**src/rtl/lsu_ctrl_if.sv**
```systemverilog
// Bundle of the EX request, MA access and WB result channels around lsu_ctrl.
// slave is the sequencer's view; master is the view of the surrounding pipeline.
interface lsu_ctrl_if;
    logic        flush;
    logic        req_valid;
    logic        req_ready;
    logic        req_store;
    logic [2:0]  req_ctrl;
    logic [31:0] req_addr;
    logic [31:0] req_wdata;
    logic [4:0]  req_rd;
    logic [31:0] ma_addr;
    logic [31:0] ma_dataW;
    logic [2:0]  ma_ctrl;
    logic        ma_memR;
    logic        ma_memW;
    logic [31:0] ma_dataR;
    logic        wb_valid;
    logic        wb_ready;
    logic        wb_we;
    logic [4:0]  wb_rd;
    logic [31:0] wb_data;
    logic [1:0]  wb_err;

    modport slave (
        input  flush, req_valid, req_store, req_ctrl, req_addr, req_wdata, req_rd,
        input  ma_dataR, wb_ready,
        output req_ready, ma_addr, ma_dataW, ma_ctrl, ma_memR, ma_memW,
        output wb_valid, wb_we, wb_rd, wb_data, wb_err
    );

    modport master (
        output flush, req_valid, req_store, req_ctrl, req_addr, req_wdata, req_rd,
        output ma_dataR, wb_ready,
        input  req_ready, ma_addr, ma_dataW, ma_ctrl, ma_memR, ma_memW,
        input  wb_valid, wb_we, wb_rd, wb_data, wb_err
    );
endinterface

```
**src/rtl/lsu_ctrl.sv**
```systemverilog
// Load/store sequencer feeding the MA stage: one request in flight, legality and
// alignment checks, one-cycle memory strobe, read-latency wait, held WB result.
module lsu_ctrl #(
    parameter int READ_LAT    = 1,
    parameter bit CHECK_ALIGN = 1'b1
) (
    input  logic       clk,
    input  logic       rst,
    lsu_ctrl_if.slave  bus
);
    localparam logic [1:0] S_IDLE   = 2'd0;
    localparam logic [1:0] S_ACCESS = 2'd1;
    localparam logic [1:0] S_WAIT   = 2'd2;
    localparam logic [1:0] S_RESP   = 2'd3;

    localparam logic [1:0] ERR_OK  = 2'b00;
    localparam logic [1:0] ERR_MIS = 2'b01;
    localparam logic [1:0] ERR_ILL = 2'b10;

    localparam logic [1:0] LAT_M1 = 2'(READ_LAT - 1);

    logic [1:0]  state_reg, state_next;
    logic        store_reg, store_next;
    logic [2:0]  ctrl_reg, ctrl_next;
    logic [31:0] addr_reg, addr_next;
    logic [31:0] wdata_reg, wdata_next;
    logic [4:0]  rd_reg, rd_next;
    logic [1:0]  cnt_reg, cnt_next;
    logic        wb_we_reg, wb_we_next;
    logic [4:0]  wb_rd_reg, wb_rd_next;
    logic [31:0] wb_data_reg, wb_data_next;
    logic [1:0]  wb_err_reg, wb_err_next;

    logic        req_ready_int;
    logic        accept;
    logic        illegal;
    logic        misaligned;
    logic [1:0]  req_err;
    logic        in_access;
    logic        in_resp;

    always_comb begin
        req_ready_int = ((state_reg == S_IDLE) || ((state_reg == S_RESP) && bus.wb_ready))
                        && !bus.flush && !rst;
        accept = bus.req_valid && req_ready_int;

        if (bus.req_store)
            illegal = !((bus.req_ctrl == 3'b000) || (bus.req_ctrl == 3'b001) ||
                        (bus.req_ctrl == 3'b010));
        else
            illegal = (bus.req_ctrl == 3'b011) || (bus.req_ctrl == 3'b110) ||
                      (bus.req_ctrl == 3'b111);

        // ctrl[1:0]==01 covers both h and hu
        misaligned = CHECK_ALIGN &&
                     (((bus.req_ctrl[1:0] == 2'b01) && bus.req_addr[0]) ||
                      ((bus.req_ctrl == 3'b010) && (bus.req_addr[1:0] != 2'b00)));

        if (illegal)
            req_err = ERR_ILL;
        else if (misaligned)
            req_err = ERR_MIS;
        else
            req_err = ERR_OK;
    end

    always_comb begin
        state_next   = state_reg;
        store_next   = store_reg;
        ctrl_next    = ctrl_reg;
        addr_next    = addr_reg;
        wdata_next   = wdata_reg;
        rd_next      = rd_reg;
        cnt_next     = cnt_reg;
        wb_we_next   = wb_we_reg;
        wb_rd_next   = wb_rd_reg;
        wb_data_next = wb_data_reg;
        wb_err_next  = wb_err_reg;

        case (state_reg)
            S_ACCESS: begin
                if (store_reg) begin
                    state_next   = S_RESP;
                    wb_we_next   = 1'b0;
                    wb_rd_next   = 5'd0;
                    wb_data_next = 32'd0;
                    wb_err_next  = ERR_OK;
                end else begin
                    state_next = S_WAIT;
                    cnt_next   = LAT_M1;
                end
            end
            S_WAIT: begin
                if (cnt_reg == 2'd0) begin
                    state_next   = S_RESP;
                    wb_we_next   = 1'b1;
                    wb_rd_next   = rd_reg;
                    wb_data_next = bus.ma_dataR;
                    wb_err_next  = ERR_OK;
                end else begin
                    cnt_next = cnt_reg - 2'd1;
                end
            end
            S_RESP: begin
                if (bus.wb_ready)
                    state_next = S_IDLE;
            end
            default: ;
        endcase

        // Accept overrides the RESP->IDLE retirement for back-to-back requests
        if (accept) begin
            store_next = bus.req_store;
            ctrl_next  = bus.req_ctrl;
            addr_next  = bus.req_addr;
            wdata_next = bus.req_wdata;
            rd_next    = bus.req_rd;
            if (req_err != ERR_OK) begin
                state_next   = S_RESP;
                wb_we_next   = 1'b0;
                wb_rd_next   = 5'd0;
                wb_data_next = 32'd0;
                wb_err_next  = req_err;
            end else begin
                state_next = S_ACCESS;
            end
        end

        if (bus.flush)
            state_next = S_IDLE;
    end

    always_ff @(posedge clk) begin
        if (rst) begin
            state_reg   <= S_IDLE;
            store_reg   <= 1'b0;
            ctrl_reg    <= 3'd0;
            addr_reg    <= 32'd0;
            wdata_reg   <= 32'd0;
            rd_reg      <= 5'd0;
            cnt_reg     <= 2'd0;
            wb_we_reg   <= 1'b0;
            wb_rd_reg   <= 5'd0;
            wb_data_reg <= 32'd0;
            wb_err_reg  <= 2'd0;
        end else begin
            state_reg   <= state_next;
            store_reg   <= store_next;
            ctrl_reg    <= ctrl_next;
            addr_reg    <= addr_next;
            wdata_reg   <= wdata_next;
            rd_reg      <= rd_next;
            cnt_reg     <= cnt_next;
            wb_we_reg   <= wb_we_next;
            wb_rd_reg   <= wb_rd_next;
            wb_data_reg <= wb_data_next;
            wb_err_reg  <= wb_err_next;
        end
    end

    // Outputs are forced low during reset regardless of register contents
    assign in_access = (state_reg == S_ACCESS) && !rst;
    assign in_resp   = (state_reg == S_RESP) && !rst;

    assign bus.req_ready = req_ready_int;
    assign bus.ma_addr   = in_access ? addr_reg  : 32'd0;
    assign bus.ma_dataW  = in_access ? wdata_reg : 32'd0;
    assign bus.ma_ctrl   = in_access ? ctrl_reg  : 3'd0;
    assign bus.ma_memR   = in_access && !store_reg;
    assign bus.ma_memW   = in_access && store_reg;

    assign bus.wb_valid = in_resp;
    assign bus.wb_we    = in_resp && wb_we_reg;
    assign bus.wb_rd    = in_resp ? wb_rd_reg   : 5'd0;
    assign bus.wb_data  = in_resp ? wb_data_reg : 32'd0;
    assign bus.wb_err   = in_resp ? wb_err_reg  : 2'd0;
endmodule

```
**src/flat_wrapper.sv**
```systemverilog
// flat-port wrapper written by rule: the top's interface ports become plain ports
module lsu_ctrl_flat 
#(
    parameter int READ_LAT    = 1,
    parameter bit CHECK_ALIGN = 1'b1
)
  (clk, rst, bus_flush, bus_req_valid, bus_req_store, bus_req_ctrl, bus_req_addr, bus_req_wdata, bus_req_rd, bus_ma_dataR, bus_wb_ready, bus_req_ready, bus_ma_addr, bus_ma_dataW, bus_ma_ctrl, bus_ma_memR, bus_ma_memW, bus_wb_valid, bus_wb_we, bus_wb_rd, bus_wb_data, bus_wb_err);
  lsu_ctrl_if bus_i ();
  input  logic clk;
  input  logic rst;
  input wire logic [$bits(bus_i.flush)-1:0] bus_flush;
  input wire logic [$bits(bus_i.req_valid)-1:0] bus_req_valid;
  input wire logic [$bits(bus_i.req_store)-1:0] bus_req_store;
  input wire logic [$bits(bus_i.req_ctrl)-1:0] bus_req_ctrl;
  input wire logic [$bits(bus_i.req_addr)-1:0] bus_req_addr;
  input wire logic [$bits(bus_i.req_wdata)-1:0] bus_req_wdata;
  input wire logic [$bits(bus_i.req_rd)-1:0] bus_req_rd;
  input wire logic [$bits(bus_i.ma_dataR)-1:0] bus_ma_dataR;
  input wire logic [$bits(bus_i.wb_ready)-1:0] bus_wb_ready;
  output wire logic [$bits(bus_i.req_ready)-1:0] bus_req_ready;
  output wire logic [$bits(bus_i.ma_addr)-1:0] bus_ma_addr;
  output wire logic [$bits(bus_i.ma_dataW)-1:0] bus_ma_dataW;
  output wire logic [$bits(bus_i.ma_ctrl)-1:0] bus_ma_ctrl;
  output wire logic [$bits(bus_i.ma_memR)-1:0] bus_ma_memR;
  output wire logic [$bits(bus_i.ma_memW)-1:0] bus_ma_memW;
  output wire logic [$bits(bus_i.wb_valid)-1:0] bus_wb_valid;
  output wire logic [$bits(bus_i.wb_we)-1:0] bus_wb_we;
  output wire logic [$bits(bus_i.wb_rd)-1:0] bus_wb_rd;
  output wire logic [$bits(bus_i.wb_data)-1:0] bus_wb_data;
  output wire logic [$bits(bus_i.wb_err)-1:0] bus_wb_err;
  assign bus_i.flush = bus_flush;
  assign bus_i.req_valid = bus_req_valid;
  assign bus_i.req_store = bus_req_store;
  assign bus_i.req_ctrl = bus_req_ctrl;
  assign bus_i.req_addr = bus_req_addr;
  assign bus_i.req_wdata = bus_req_wdata;
  assign bus_i.req_rd = bus_req_rd;
  assign bus_i.ma_dataR = bus_ma_dataR;
  assign bus_i.wb_ready = bus_wb_ready;
  assign bus_req_ready = bus_i.req_ready;
  assign bus_ma_addr = bus_i.ma_addr;
  assign bus_ma_dataW = bus_i.ma_dataW;
  assign bus_ma_ctrl = bus_i.ma_ctrl;
  assign bus_ma_memR = bus_i.ma_memR;
  assign bus_ma_memW = bus_i.ma_memW;
  assign bus_wb_valid = bus_i.wb_valid;
  assign bus_wb_we = bus_i.wb_we;
  assign bus_wb_rd = bus_i.wb_rd;
  assign bus_wb_data = bus_i.wb_data;
  assign bus_wb_err = bus_i.wb_err;
  lsu_ctrl #(.READ_LAT(READ_LAT), .CHECK_ALIGN(CHECK_ALIGN)) u_core (.clk(clk), .rst(rst), .bus(bus_i));
endmodule
```
**config.mk**
```make
export PLATFORM = sky130hd
export DESIGN_NAME = lsu_ctrl_flat
export DESIGN_NICKNAME = d
export VERILOG_FILES = /design/src/rtl/lsu_ctrl_if.sv /design/src/rtl/lsu_ctrl.sv /design/src/flat_wrapper.sv
export SDC_FILE = /design/constraint.sdc
export NUM_CORES = 1
export LEC_CHECK = 0
export BUFFER_PORTS_ARGS = -buffer_cell sky130_fd_sc_hd__buf_4
export CORE_ASPECT_RATIO = 2
export CORE_MARGIN = 5
export CORE_UTILIZATION = 45
export CTS_CLUSTER_DIAMETER = 40
export DETAILED_ROUTE_END_ITERATION = 8
export GPL_TIMING_DRIVEN = 1
export PLACE_DENSITY = 0.77
export SYNTH_ARGS = -nofsm -noshare
export SYNTH_HDL_FRONTEND = slang
export SYNTH_SLANG_ARGS = --single-unit
```
**constraint.sdc**
```tcl
create_clock -name clk -period 2.1 [get_ports clk]
set_input_delay 0.21 -clock clk [delete_from_list [all_inputs] [get_ports clk]]
set_output_delay 0.21 -clock clk [all_outputs]
set_load 0.02 [all_outputs]
```
==> impl_metrics.env <==
export IMPL_status="finished clean"
export IMPL_drc_errors=0
export IMPL_crit_chain="inv_1 > ha_1 > nor2b_4 > buf_6 > and2_1 > buf_4"
export IMPL_route_vias_total=4970
export IMPL_tns_ns=0
export IMPL_hp_class="primary input to register"
export IMPL_critPathMaxStageDelay_ns=0.34
export IMPL_cp_top_family="buffers and inverters"
export IMPL_ys_warn_count=0
export IMPL_drtAntennaViolNets=0
export IMPL_routedWlPerCell_um=15.1
export IMPL_io_buffers=220
export IMPL_drt_iter0_drc=211
export IMPL_max_cap_violations=0
export IMPL_cp_data_arrival_time_ns=1.77
export IMPL_grt_overflow_total=0
export IMPL_syn_cell_area_sq_mm=0.00500
export IMPL_multiInputGateArea_sq_mm=0.00239
export IMPL_io_pins=221
export IMPL_grt_max_degree=44
export IMPL_cp_slowest_cell="dfxtp_2"
export IMPL_ctsHoldBuffers=0
export IMPL_initial_core_util=0.459
export IMPL_grt_pass1_vias=5046
export IMPL_ys_ff_latch=117
export IMPL_drive_above_1_share=0.327
export IMPL_synth_seq_area_share=0.469
export IMPL_slew_headroom=0.729
export IMPL_drt_first_pass_iters=4
export IMPL_insertion_delay_ns=0.40
export IMPL_yosys_cell_types_count=30
export IMPL_die_area_sq_mm=0.0134
export IMPL_grtUsageTotal=0.216
export IMPL_post_cts_repair_setup_buffers=0
export IMPL_critPathLaunch="u_core.state_reg[1]"
export IMPL_placementRows=54
export IMPL_grt_first_pass_wirelength_mm=23.9
export IMPL_die_y_um=159
export IMPL_fillCellCount=932
export IMPL_slew_violations=0
export IMPL_viasPerCell=5.06
export IMPL_reg2reg_from="u_core.state_reg[1]"
export IMPL_period_minus_slack_ns=1.98
export IMPL_rsz0062_at_grt="false"
export IMPL_fp_dieW_um=84.5
export IMPL_post_place_ws_ns=0.169
export IMPL_antenna_found_initial=0
export IMPL_tightest_slew_ns=0.405
export IMPL_finalClockSkew_ns=0.00865
export IMPL_ir_drop_v=0.000673
export IMPL_crit_required_ns=1.89
export IMPL_max_freq_ghz=0.504
export IMPL_htree_num_levels=4
export IMPL_start_kind="register"
export IMPL_power_leakage_nw=3.22
export IMPL_drt_total_wl_mm=14.8
export IMPL_clock_sinks=117
export IMPL_hold_path_startpoint="bus_flush"
export IMPL_hold_viol=0
export IMPL_final_util=0.678
export IMPL_syn_inst=625
export IMPL_power_w=0.00572
export IMPL_place_area_sq_mm=0.00672
export IMPL_nets=945
export IMPL_synth_nets=740
export IMPL_finalSetupViolCount=0
export IMPL_stdcell_area_sq_mm=0.00737
export IMPL_post_route_period_util=0.945
export IMPL_syn_mean_instance_area_sq_um=8.00
export IMPL_cp_end_kind="output port"
export IMPL_root_buffer="clkbuf_16"
export IMPL_syn2layout_area_growth_pct=47.5
export IMPL_place_gp_congestion=0.788
export IMPL_finalWorstSetupSlack_ns=0.115
export IMPL_regArea_sq_mm=0.00234
export IMPL_worst_setup_path_type="register to output port"
export IMPL_dpl_hpwl_mm=11.1
export IMPL_cts_tree="done"
export IMPL_path_buf_inv=3
export IMPL_numCtsBuffers=17
export IMPL_antenna_cells=0
export IMPL_clk_pin_slew_ns=0.05
export IMPL_powerDensity_mw_per_mm2=776
export IMPL_cp_max_fo=26
export IMPL_coreArea_sq_mm=0.0109
export IMPL_clockBufferDepth=2
==> synthesized netlist by cell type <==
library cell / count / share of area
mux2_2: 1 / 0.0023
a21oi_2: 2 / 0.0035
and2_1: 109 / 0.14
o21ai_0: 3 / 0.0030
nor2b_1: 3 / 0.0038
ha_1: 5 / 0.013
mux2i_1: 1 / 0.0020
nor3_1: 2 / 0.0020
buf_6: 6 / 0.014
a21boi_0: 2 / 0.0030
inv_1: 5 / 0.0038
and3b_1: 1 / 0.0018
clkbuf_1: 28 / 0.021
nor4b_4: 1 / 0.0048
nand2b_1: 2 / 0.0025
a41o_1: 1 / 0.0020
a21o_1: 1 / 0.0015
or4b_4: 1 / 0.0028
buf_4: 5 / 0.0075
nand2_1: 152 / 0.11
buf_2: 8 / 0.0080
a22oi_1: 40 / 0.060
dfxtp_1: 117 / 0.47
a21oi_1: 76 / 0.076
and3_1: 1 / 0.0013
buf_1: 1 / 0.00075
a211oi_1: 2 / 0.0030
nor2_1: 46 / 0.035
o41ai_1: 1 / 0.0018
nand3_1: 2 / 0.0020
==> kinds of logic (layout without fill, tap and decap cells) <==
| kind of cell | Yosys count | count (layout) | share of synthesized area |
|---|---|---|---|
| AOI/OAI and AO/OA | 128 | 128 | 0.154 |
| buffers and inverters | 53 | 271 | 0.0546 |
| DFF | 117 | 117 | 0.469 |
| adders and majority gates | 5 | 5 | 0.0125 |
| and+or+nand+nor | 320 | 320 | 0.306 |
| muxes | 2 | 2 | 0.00426 |
==> through the flow <==
stage	std cells	hold slack, ns
6_report	983	0.0250
5_1_grt	983	0.0213
4_1_cts	983	0.0198
3_5_place_dp	951	0.442
3_3_place_gp	951	0.437
2_1_floorplan	625	0.288
==> cells in the final DEF (no fill, tap or decap), types with 2 or more instances in the layout <==
cell        count
clkinv_2        2
nand3_1         2
a21boi_0        2
ha_1            4
a21oi_2         2
dfxtp_1       115
buf_4         228
and2_1        109
a22oi_1        40
inv_6           3
bufinv_16       3
a21oi_1        76
inv_1           5
a211oi_1        2
nor2_1         46
clkinvlp_4      3
o21ai_0         3
dfxtp_2         2
nor3_1          2
nand2b_1        2
nand2_1       152
clkbuf_16      17
buf_12          5
clkinv_4        3
==> power by group <==
group / switching (W) / total, W / internal [W]
logic: 0.000240 / 0.000469 / 0.000229
registers: 0.0000310 / 0.00232 / 0.00228
clock network: 0.00103 / 0.00294 / 0.00191
==> worst reg2reg max path, delay by kind of cell (launching register included) <==
kind	cells	cell delay [ns]
buf+inv	1	0.23
fa+ha+maj	1	0.23
compound gates	2	0.17
flops	1	0.37
simple gates	2	0.72
==> area by class of cell <==
type / instances / area share
Timing Repair Buffer: 234 / 0.247
Clock buffer: 18 / 0.0596
Tap cell: 140 / 0.0238
Multi-Input combinational cell: 455 / 0.325
Clock inverter: 14 / 0.0238
Sequential cell: 117 / 0.318
Inverter: 5 / 0.00255
==> metal layers <==
metal,GRT usage,part of all wire,vias up
met2,0.412,0.56,183
met1,0.207,0.34,2309
met5,0,0,-
li1,-,-,2445
met3,0.0678,0.074,33
met4,0.0872,0.027,0
==> what timing repair did <==
item | 4_1_cts | 5_1_grt
pin swaps | 0 | 0
setup endpoints to repair | 52 | 109
gates resized for setup | 2 | 8
==> worst paths after layout <==
check | end | slack (ns) | cells after the start
min | u_core.state_reg[0] | 0.02 | 2
max | bus_ma_dataW[13] | 0.12 | 6
max reg2reg | u_core.addr_reg[22] | 0.26 | 6
min reg2reg | u_core.addr_reg[21] | 0.45 | 2
(Power assumes the default switching activity.)
